File: src/rtl/score_bcd_keeper_if.sv
// Award-event inputs and score outputs of the score keeper.
// The master side drives events and clear; the slave side returns score and status.
interface score_bcd_keeper_if;
    logic        clr;
    logic        pellet_evt;
    logic        power_evt;
    logic        ghost_evt;
    logic        combo_rst;
    logic [15:0] score;
    logic [1:0]  ghost_mult;
    logic        busy;
    logic        saturated;

    modport master (
        output clr, pellet_evt, power_evt, ghost_evt, combo_rst,
        input  score, ghost_mult, busy, saturated
    );

    modport slave (
        input  clr, pellet_evt, power_evt, ghost_evt, combo_rst,
        output score, ghost_mult, busy, saturated
    );
endinterface

File: src/rtl/score_bcd_keeper.sv
// Purpose: 4-digit packed-BCD score, awards queued per type and added one digit per cycle.
// Latency: event at edge E -> pick at E+1 -> score commits at E+5; one award per 5 cycles.
// Backpressure: none; each pending counter saturates and drops further pulses.
module score_bcd_keeper #(
    parameter logic [15:0] PELLET_PTS = 16'h0010,
    parameter logic [15:0] POWER_PTS  = 16'h0050,
    parameter int          PEND_W     = 4
) (
    input logic               clk,
    input logic               rst,
    score_bcd_keeper_if.slave bus
);
    typedef enum logic {IDLE, ADD} state_t;

    state_t            state, state_nxt;
    logic [PEND_W-1:0] pend_pel, pend_pow, pend_gho;
    logic              pick_pel, pick_pow, pick_gho, pick_any;
    logic              any_pend;
    logic [15:0]       acc, addend, addend_sel, score_q;
    logic [1:0]        idx, mult;
    logic              carry, sat;
    logic [4:0]        dsum, dsum_adj;
    logic [3:0]        dig;
    logic              dcarry;

    function automatic logic [PEND_W-1:0] pend_next(input logic [PEND_W-1:0] cnt,
                                                    input logic evt, input logic pick);
        logic [PEND_W-1:0] r;
        r = cnt;
        if (evt && !pick && !(&cnt))
            r = cnt + PEND_W'(1);
        else if (pick && !evt)
            r = cnt - PEND_W'(1);
        return r;
    endfunction

    assign any_pend = (pend_pel != '0) || (pend_pow != '0) || (pend_gho != '0);

    always_ff @(posedge clk or negedge rst) begin
        if (!rst)
            state <= IDLE;
        else if (bus.clr)
            state <= IDLE;
        else
            state <= state_nxt;
    end

    always_comb begin
        state_nxt = state;
        case (state)
            IDLE: if (any_pend) state_nxt = ADD;
            ADD:  if (idx == 2'd3) state_nxt = IDLE;
            default: state_nxt = IDLE;
        endcase
    end

    always_comb begin
        pick_pel = 1'b0;
        pick_pow = 1'b0;
        pick_gho = 1'b0;
        if (state == IDLE) begin
            if (pend_gho != '0)      pick_gho = 1'b1;
            else if (pend_pow != '0) pick_pow = 1'b1;
            else if (pend_pel != '0) pick_pel = 1'b1;
        end
        pick_any = pick_pel | pick_pow | pick_gho;
        bus.busy = (state != IDLE) | any_pend;
    end

    // Ghost value doubles along the chain; the fourth step caps at 1600.
    always_comb begin
        addend_sel = PELLET_PTS;
        if (pick_gho) begin
            case (mult)
                2'd0:    addend_sel = 16'h0200;
                2'd1:    addend_sel = 16'h0400;
                2'd2:    addend_sel = 16'h0800;
                default: addend_sel = 16'h1600;
            endcase
        end else if (pick_pow) begin
            addend_sel = POWER_PTS;
        end
    end

    always_comb begin
        dsum     = {1'b0, acc[3:0]} + {1'b0, addend[3:0]} + {4'b0, carry};
        dsum_adj = dsum - 5'd10;
        dcarry   = (dsum > 5'd9);
        dig      = dcarry ? dsum_adj[3:0] : dsum[3:0];
    end

    // acc and addend shift right one digit per cycle, so digit 0 is always in [3:0]
    // and the finished sum ends up back in acc after four shifts.
    always_ff @(posedge clk or negedge rst) begin
        if (!rst) begin
            score_q  <= '0;
            sat      <= 1'b0;
            mult     <= '0;
            pend_pel <= '0;
            pend_pow <= '0;
            pend_gho <= '0;
            acc      <= '0;
            addend   <= '0;
            idx      <= '0;
            carry    <= 1'b0;
        end else if (bus.clr) begin
            score_q  <= '0;
            sat      <= 1'b0;
            mult     <= '0;
            pend_pel <= '0;
            pend_pow <= '0;
            pend_gho <= '0;
            acc      <= '0;
            addend   <= '0;
            idx      <= '0;
            carry    <= 1'b0;
        end else begin
            pend_pel <= pend_next(pend_pel, bus.pellet_evt, pick_pel);
            pend_pow <= pend_next(pend_pow, bus.power_evt,  pick_pow);
            pend_gho <= pend_next(pend_gho, bus.ghost_evt,  pick_gho);

            if (bus.combo_rst)
                mult <= '0;
            else if (pick_gho && mult != 2'd3)
                mult <= mult + 2'd1;

            if (pick_any) begin
                acc    <= score_q;
                addend <= addend_sel;
                idx    <= '0;
                carry  <= 1'b0;
            end else if (state == ADD) begin
                acc    <= {dig, acc[15:4]};
                addend <= {4'h0, addend[15:4]};
                carry  <= dcarry;
                idx    <= idx + 2'd1;
                // Once clipped, awards drain without touching the held 9999.
                if (idx == 2'd3 && !sat) begin
                    if (dcarry) begin
                        score_q <= 16'h9999;
                        sat     <= 1'b1;
                    end else begin
                        score_q <= {dig, acc[15:4]};
                    end
                end
            end
        end
    end

    assign bus.score      = score_q;
    assign bus.ghost_mult = mult;
    assign bus.saturated  = sat;
endmodule

File: src/flat_wrapper.sv
// flat-port wrapper written by rule: the top's interface ports become plain ports
module score_bcd_keeper_flat 
#(
    parameter logic [15:0] PELLET_PTS = 16'h0010,
    parameter logic [15:0] POWER_PTS  = 16'h0050,
    parameter int          PEND_W     = 4
)
  (clk, rst, bus_clr, bus_pellet_evt, bus_power_evt, bus_ghost_evt, bus_combo_rst, bus_score, bus_ghost_mult, bus_busy, bus_saturated);
  score_bcd_keeper_if bus_i ();
  input logic clk;
  input logic rst;
  input wire logic [$bits(bus_i.clr)-1:0] bus_clr;
  input wire logic [$bits(bus_i.pellet_evt)-1:0] bus_pellet_evt;
  input wire logic [$bits(bus_i.power_evt)-1:0] bus_power_evt;
  input wire logic [$bits(bus_i.ghost_evt)-1:0] bus_ghost_evt;
  input wire logic [$bits(bus_i.combo_rst)-1:0] bus_combo_rst;
  output wire logic [$bits(bus_i.score)-1:0] bus_score;
  output wire logic [$bits(bus_i.ghost_mult)-1:0] bus_ghost_mult;
  output wire logic [$bits(bus_i.busy)-1:0] bus_busy;
  output wire logic [$bits(bus_i.saturated)-1:0] bus_saturated;
  assign bus_i.clr = bus_clr;
  assign bus_i.pellet_evt = bus_pellet_evt;
  assign bus_i.power_evt = bus_power_evt;
  assign bus_i.ghost_evt = bus_ghost_evt;
  assign bus_i.combo_rst = bus_combo_rst;
  assign bus_score = bus_i.score;
  assign bus_ghost_mult = bus_i.ghost_mult;
  assign bus_busy = bus_i.busy;
  assign bus_saturated = bus_i.saturated;
  score_bcd_keeper #(.PELLET_PTS(PELLET_PTS), .POWER_PTS(POWER_PTS), .PEND_W(PEND_W)) u_core (.clk(clk), .rst(rst), .bus(bus_i));
endmodule
File: config.mk
export PLATFORM = sky130hd
export DESIGN_NAME = score_bcd_keeper_flat
export DESIGN_NICKNAME = d
export VERILOG_FILES = /design/src/rtl/score_bcd_keeper_if.sv /design/src/rtl/score_bcd_keeper.sv /design/src/flat_wrapper.sv
export SDC_FILE = /design/constraint.sdc
export NUM_CORES = 1
export LEC_CHECK = 0
export ABC_AREA = 1
export ABC_CLOCK_PERIOD_IN_PS = 5000
export CORE_ASPECT_RATIO = 1.4
export CORE_MARGIN = 5
export CORE_UTILIZATION = 45
export DETAILED_ROUTE_END_ITERATION = 10
export PLACE_DENSITY = 0.6
export SYNTH_ARGS = -nofsm -noshare
export SYNTH_HDL_FRONTEND = slang
export SYNTH_SLANG_ARGS = --single-unit
export TNS_END_PERCENT = 10
File: constraint.sdc
create_clock -name clk -period 5 [get_ports clk]
set_input_delay 1.5 -clock clk [delete_from_list [all_inputs] [get_ports clk]]
set_output_delay 1.5 -clock clk [all_outputs]
set_load 0.005 [all_outputs]
==> metrics.csv, run 1 <==
metric,value,unit
worstSetupPathDepth,3,
seq_area_frac_synth,44.0,%
clockBufferDepth,2,
postCtsSetupBuffers,0,
place.port_buffers,26,
wl_per_cell,14.8,um
pre_cts_ws,1.62,ns
drt_iter0_markers,174,
ys_ff_latch,64,
route.detailed.drc,0,
slowest_stage,dfrtp_1,
viasPerCell,5.18,
core_area,7850,um2
post-route-min-period,3.27,ns
post-route-period-util,65.4,%
crit_fanout,14,
crit_type,reg -> out,
rows,38,
setup_viol_count_final,0,
endpoint_kind,output pin,
dieArea,10000,um2
syn-num-nets,454,
leakagePower,0.00198,uW
hpwl,5960,um
final_nets,480,
r2r_slack,2.26,ns
place.gp.congestion,0.811,
ios,27,
numClockSinks,64,
holdBufCountCts,0,
hold_start,u_core.idx[1],
grt_util_all_layers,18.6,%
final_antenna_net_count,0,
p_switching,602,uW
worstPathRequired,3.50,ns
rsz0062_at_grt,false,
ctsHtreeMaxLevel,3,
endpoint,bus_busy,
p_sw_share,37.9,%
grt_overflow,0,
drtPass1Iterations,4,
critical_path_buf_inv_count,2,
fmax,0.306,GHz
r2r_start,u_core.carry,
via_count,2893,
synth_cell_types,40,
die_x,86.0,um
post_cts_resized,0,
maxCapViolations,0,
final_util,52.2,%
clkTransAtPathRegs,0.07,ns
grt_pass1_wl,14600,um
syn_inst,427,
area_growth,12.5,%
total_power,1590,uW
finalMaxSlewViolations,0,
drive_gt1_share,14.2,%
vdd_drop_max,0.207,mV
p_int,985,uW
power_density,387,nW/um2
initial_core_util,46.4,%
hold_viol,0,
place_area,3930,um2
reg2regPathDepth,12,
seqPwrFrac,42.2,%
cts_tree,yes,
clock_skew,0.00701,ns
avgSynthCellArea,8.52,um2
worst_slack,1.73,ns
syn_area,3640,um2
grt_max_degree,36,
cts_root_buf,clkbuf_8,
crit_chain,inv_4 > nand3_2 > clkdlybuf4s50_1,
clock_latency,0.34,ns
tightest_slew,0.804,ns
diodes,0,
final_cell_area,4100,um2
cp.arrival,1.77,ns
hold_path.class,reg -> reg,
cp_slowest_stage_delay,0.60,ns
power_frac_clock,24.4,%
max-slew-margin-rel,46.4,%
wl,8280,um
fin_tns_setup,0,ns
dieHeight,116,um
worstSetupStartpointType,register,
grt_pass1_vias,3009,
cts_buffers,9,
critPathLaunch,u_core.state,
crit_family,buffers and inverters,
rr_endpoint,u_core.acc[13],
antenna_found_initial,0,
yosysWarnings,0,
status,"complete, no violations",
power_frac_comb,33.4,%
==> per-stage QoR <==
| stage | std cells | hold WS [ns] |
|---|---|---|
| floorplan | 427 | 0.455 |
| global placement | 542 | 0.474 |
| detailed placement | 542 | 0.481 |
| CTS | 558 | 0.499 |
| global route | 558 | 0.526 |
| finish | 558 | 0.496 |
==> registers in the layout, summed over array words and instances, names as in the netlist <==
| name | count |
|---|---|
| u_core.pend_pel | 4 |
| u_core.pend_pow | 4 |
| u_core.pend_gho | 4 |
| u_core.idx | 2 |
| u_core.bus.ghost_mult | 2 |
| u_core.bus.score | 16 |
| u_core.addend | 13 |
| u_core.acc | 16 |
| u_core.carry | 1 |
| u_core.state | 1 |
| u_core.bus.saturated | 1 |
==> Yosys cell counts (all sizes together) <==
library cell	number	share of area, %
a211oi	1	0.21
a21boi	1	0.21
a21oi	10	1.6
a31oi	1	0.17
buf	10	2.5
clkbuf	2	0.21
dfrtp	64	44
fa	5	2.8
ha	15	5.2
inv	58	6.3
nand2	104	12
nand3	49	7.8
nand3b	3	0.62
nand4	3	0.52
nor2	35	4.2
nor4	1	0.17
o211ai	3	0.62
o21ai	45	6.9
o22ai	10	2.2
o31ai	1	0.21
or2	1	0.17
xnor2	4	0.96
xor2	1	0.24
==> layout make-up <==
| type | instances | area (um2) |
|---|---|---|
| Clock buffer | 13 | 149 |
| Clock inverter | 3 | 17.5 |
| Fill cell | 778 | 3750 |
| Inverter | 58 | 230 |
| Multi-Input combinational cell | 293 | 1710 |
| Sequential cell | 64 | 1600 |
| Tap cell | 100 | 125 |
| Timing Repair Buffer | 27 | 263 |
==> metal layers <==
layer	GRT usage (%)	up-vias	share of wire (%)
li1	-	1441	-
met1	23.2	1392	44
met2	31.4	47	50
met3	3.18	13	4.0
met4	8.55	0	1.9
met5	0	-	0
==> layout by cell type (no fill, tap or decap), drive strengths merged <==
cell and count:
nand2 104, dfrtp 64, inv 58, nand3 49, o21ai 45, nor2 35
clkdlybuf4s50 25, ha 15, clkbuf 13, a21oi 10, o22ai 10, fa 5
xnor2 4, nand4 3, o211ai 3, nand3b 3, clkinv 2, buf 2
a21boi 1, a211oi 1, o31ai 1, nor4 1, or2 1, a31oi 1
xor2 1, clkinvlp 1
==> worst register-to-register path: cells and delay by family, from the launching register on <==
| kind | cells | cell delay, ns |
|---|---|---|
| adder cells (fa/ha/maj) | 4 | 1.46 |
| flip-flops | 1 | 0.41 |
| AO/OA/AOI/OAI | 3 | 0.23 |
| AND/OR/NAND/NOR | 3 | 0.35 |
| buffers and inverters | 2 | 0.17 |
==> cell families (layout without fill, tap and decap cells) <==
logic type	after synthesis	count (layout)	share of synthesized area [%]
fa+ha+maj	20	20	7.91
buf+inv	70	101	9.04
simple gates	196	196	25.7
flops	64	64	44.0
xor+xnor	5	5	1.20
compound gates	72	72	12.1
==> power by group through the flow <==
stage | clock, uW | combinational (uW) | sequential (uW)
2_1_floorplan | 0 | 443 | 655
3_3_place_gp | 0 | 523 | 678
3_5_place_dp | 0 | 536 | 679
4_1_cts | 402 | 539 | 670
5_1_grt | 426 | 613 | 681
6_report | 388 | 529 | 669
==> how the worst min path moves through the flow <==
stage / depth (start not counted) / slack, ns / to
2_1_floorplan: 2 / 0.46 / u_core.addend[10]
3_3_place_gp: 2 / 0.47 / u_core.idx[1]
3_5_place_dp: 2 / 0.48 / u_core.addend[8]
4_1_cts: 2 / 0.50 / u_core.addend[8]
5_1_grt: 2 / 0.53 / u_core.addend[10]
6_report: 2 / 0.50 / u_core.idx[1]
No activity file was read; power rests on OpenSTA's default activity.
==> run 2, diff against run 1 <==
--- a/config.mk
+++ b/config.mk
@@ -6,7 +6,7 @@
 export NUM_CORES = 1
 export LEC_CHECK = 0
 export ABC_AREA = 1
-export ABC_CLOCK_PERIOD_IN_PS = 5000
+export ABC_CLOCK_PERIOD_IN_PS = 3200
 export CORE_ASPECT_RATIO = 1.4
 export CORE_MARGIN = 5
 export CORE_UTILIZATION = 45
==> constraint.sdc (replaced) <==
create_clock -name clk -period 3.2 [get_ports clk]
set_input_delay 0.96 -clock clk [delete_from_list [all_inputs] [get_ports clk]]
set_output_delay 0.96 -clock clk [all_outputs]
set_load 0.005 [all_outputs]
==> metrics.csv, run 2 (same netlist as run 1, synthesis figures left out) <==
metric,value,unit,change
holdBufCountCts,0,,unchanged
fillCellCount,762,,-2.1%
clkTransAtPathRegs,0.07,ns,about the same
endpoint_kind,output pin,,
initial_core_util,46.4,%,unchanged
post_cts_resized,0,,unchanged
hold_viol,0,,unchanged
viasPerCell,5.19,,about the same
final_cell_area,4180,um2,+2.0%
fin_tns_setup,0,ns,unchanged
gr-usage-met2,30.0,%,-1.4 points
cp.arrival,1.79,ns,+0.02 ns
cp_slowest_stage_delay,0.61,ns,about the same
fmax,0.363,GHz,
grt_util_all_layers,17.8,%,-0.82 points
place.port_buffers,26,,unchanged
r2r_slack,0.53,ns,-1.73 ns
via_count,2906,,+0.45%
drt_iter0_markers,225,,+29%
power_frac_clock,30.0,%,+5.6 points
die_x,86.0,um,unchanged
hold_path.class,reg -> reg,,
setup_viol_count_final,0,,unchanged
max-slew-margin-rel,45.0,%,-1.4 points
grt_overflow,0,,unchanged
drtPass1Iterations,5,,+1
crit_type,reg -> out,,
p_switching,957,uW,+59%
drive_gt1_share,15.0,%,+0.81 points
grt_pass1_vias,2829,,-6.0%
final_cell_mix,"86 x nand2_1, 64 x dfrtp_1, 49 x inv_1",,
met3_usage,3.39,%,+0.21 points
leakagePower,0.00202,uW,+1.9%
worstPathRequired,2.24,ns,-1.26 ns
power_frac_comb,31.0,%,-2.4 points
clockBufferDepth,2,,unchanged
worstSetupStartpointType,register,,
dieArea,10000,um2,unchanged
clock_latency,0.34,ns,about the same
place.gp.congestion,0.842,,+3.8%
antenna_found_initial,0,,unchanged
core_area,7850,um2,unchanged
route.detailed.drc,0,,unchanged
p_int,1720,uW,+75%
post-route-min-period,2.75,ns,
numClockSinks,64,,unchanged
final_nets,482,,+0.42%
ctsHtreeMaxLevel,3,,unchanged
p_sw_share,35.7,%,-2.2 points
maxCapViolations,0,,unchanged
seqPwrFrac,39.0,%,-3.2 points
tightest_slew,0.825,ns,+0.0211 ns
ios,27,,unchanged
busiest_layer,met2,,
place_area,3940,um2,+0.38%
post-route-period-util,86.1,%,
wl,8160,um,-1.5%
worst_slack,0.446,ns,-1.28 ns
clock_skew,0.00771,ns,+0.000702 ns
crit_fanout,14,,unchanged
grt_max_degree,65,,+81%
wl_per_cell,14.6,um,-1.8%
grt_pass1_wl,13900,um,-4.8%
power_density,642,nW/um2,+66%
vdd_drop_max,0.325,mV,+57%
grt_use_met1,22.9,%,-0.26 points
rows,38,,unchanged
crit_chain,inv_4 > nand3_2 > clkdlybuf4s50_1,,
slowest_stage,dfrtp_1,,
area_growth,14.7,%,
status,"complete, no violations",,
dieHeight,116,um,unchanged
final_common_cell,nand2_1,,
cts_root_buf,clkbuf_8,,
cts_buffers,9,,unchanged
hpwl,5750,um,-3.5%
rsz0062_at_grt,false,,
finalMaxSlewViolations,0,,unchanged
diodes,0,,unchanged
postCtsSetupBuffers,0,,unchanged
final_antenna_net_count,0,,unchanged
cts_tree,yes,,
pre_cts_ws,0.428,ns,-1.19 ns
[run 2: changes by cell type in the layout (fill, tap and decap cells not counted)]
cell and delta:
clkinv_4 +1, buf_4 +2, clkinv_2 -2, bufinv_16 +2, clkbuf_1 -2, clkbuf_8 +1
[run 2: final cells by class]
cell class / count / area (um2) / share of cell area (%)
Multi-Input combinational cell: 293 / 1710 / 40.9
Clock inverter: 4 / 76.3 / 1.83
Clock buffer: 12 / 155 / 3.72
Sequential cell: 64 / 1600 / 38.4
Tap cell: 100 / 125 / 3.00
Inverter: 58 / 230 / 5.51
Timing Repair Buffer: 29 / 278 / 6.65
[run 2: layer usage]
metal | part of all wire, % | up-vias
met3 | 3.3 | 7
met5 | 0 | -
li1 | - | 1448
met4 | 1.1 | 0
met1 | 45 | 1404
met2 | 51 | 47
[run 2: power by group through the flow]
stage	registers (uW)	logic, uW	clock network, uW
6_report	1040	830	805
5_1_grt	1060	960	855
4_1_cts	1040	845	824
3_5_place_dp	1060	841	0
3_3_place_gp	1060	817	0
2_1_floorplan	1020	693	0
[run 2: worst paths after layout]
path                                       start                  to  depth (start not counted)
max in group asynchronous                    rst       u_core.acc[1]                          2
worst min register to register  u_core.addend[8]    u_core.addend[8]                          2
worst min-delay path            u_core.addend[8]    u_core.addend[8]                          2
min in group asynchronous                    rst  u_core.pend_gho[2]                          2
worst max-delay path                u_core.state            bus_busy                          3
worst max register to register      u_core.carry      u_core.acc[13]                         12
[run 2: critical path: cells and delay by family, from the launching register on]
family	cells	cell delay [ns]
buffers and inverters	2	0.70
flip-flops	1	0.61
AND/OR/NAND/NOR	1	0.15
[run 2: through the flow]
step / total power, uW / cells / hold WS [ns] / utilization (%)
after floorplan: 1720 / 427 / 0.455 / -
after global placement: 1870 / 544 / 0.472 / 50.3
after detailed placement: 1900 / 544 / 0.477 / 50.3
after CTS: 2710 / 560 / 0.501 / 53.2
after global routing: 2880 / 560 / 0.517 / 53.2
final: 2680 / 560 / 0.501 / 53.2
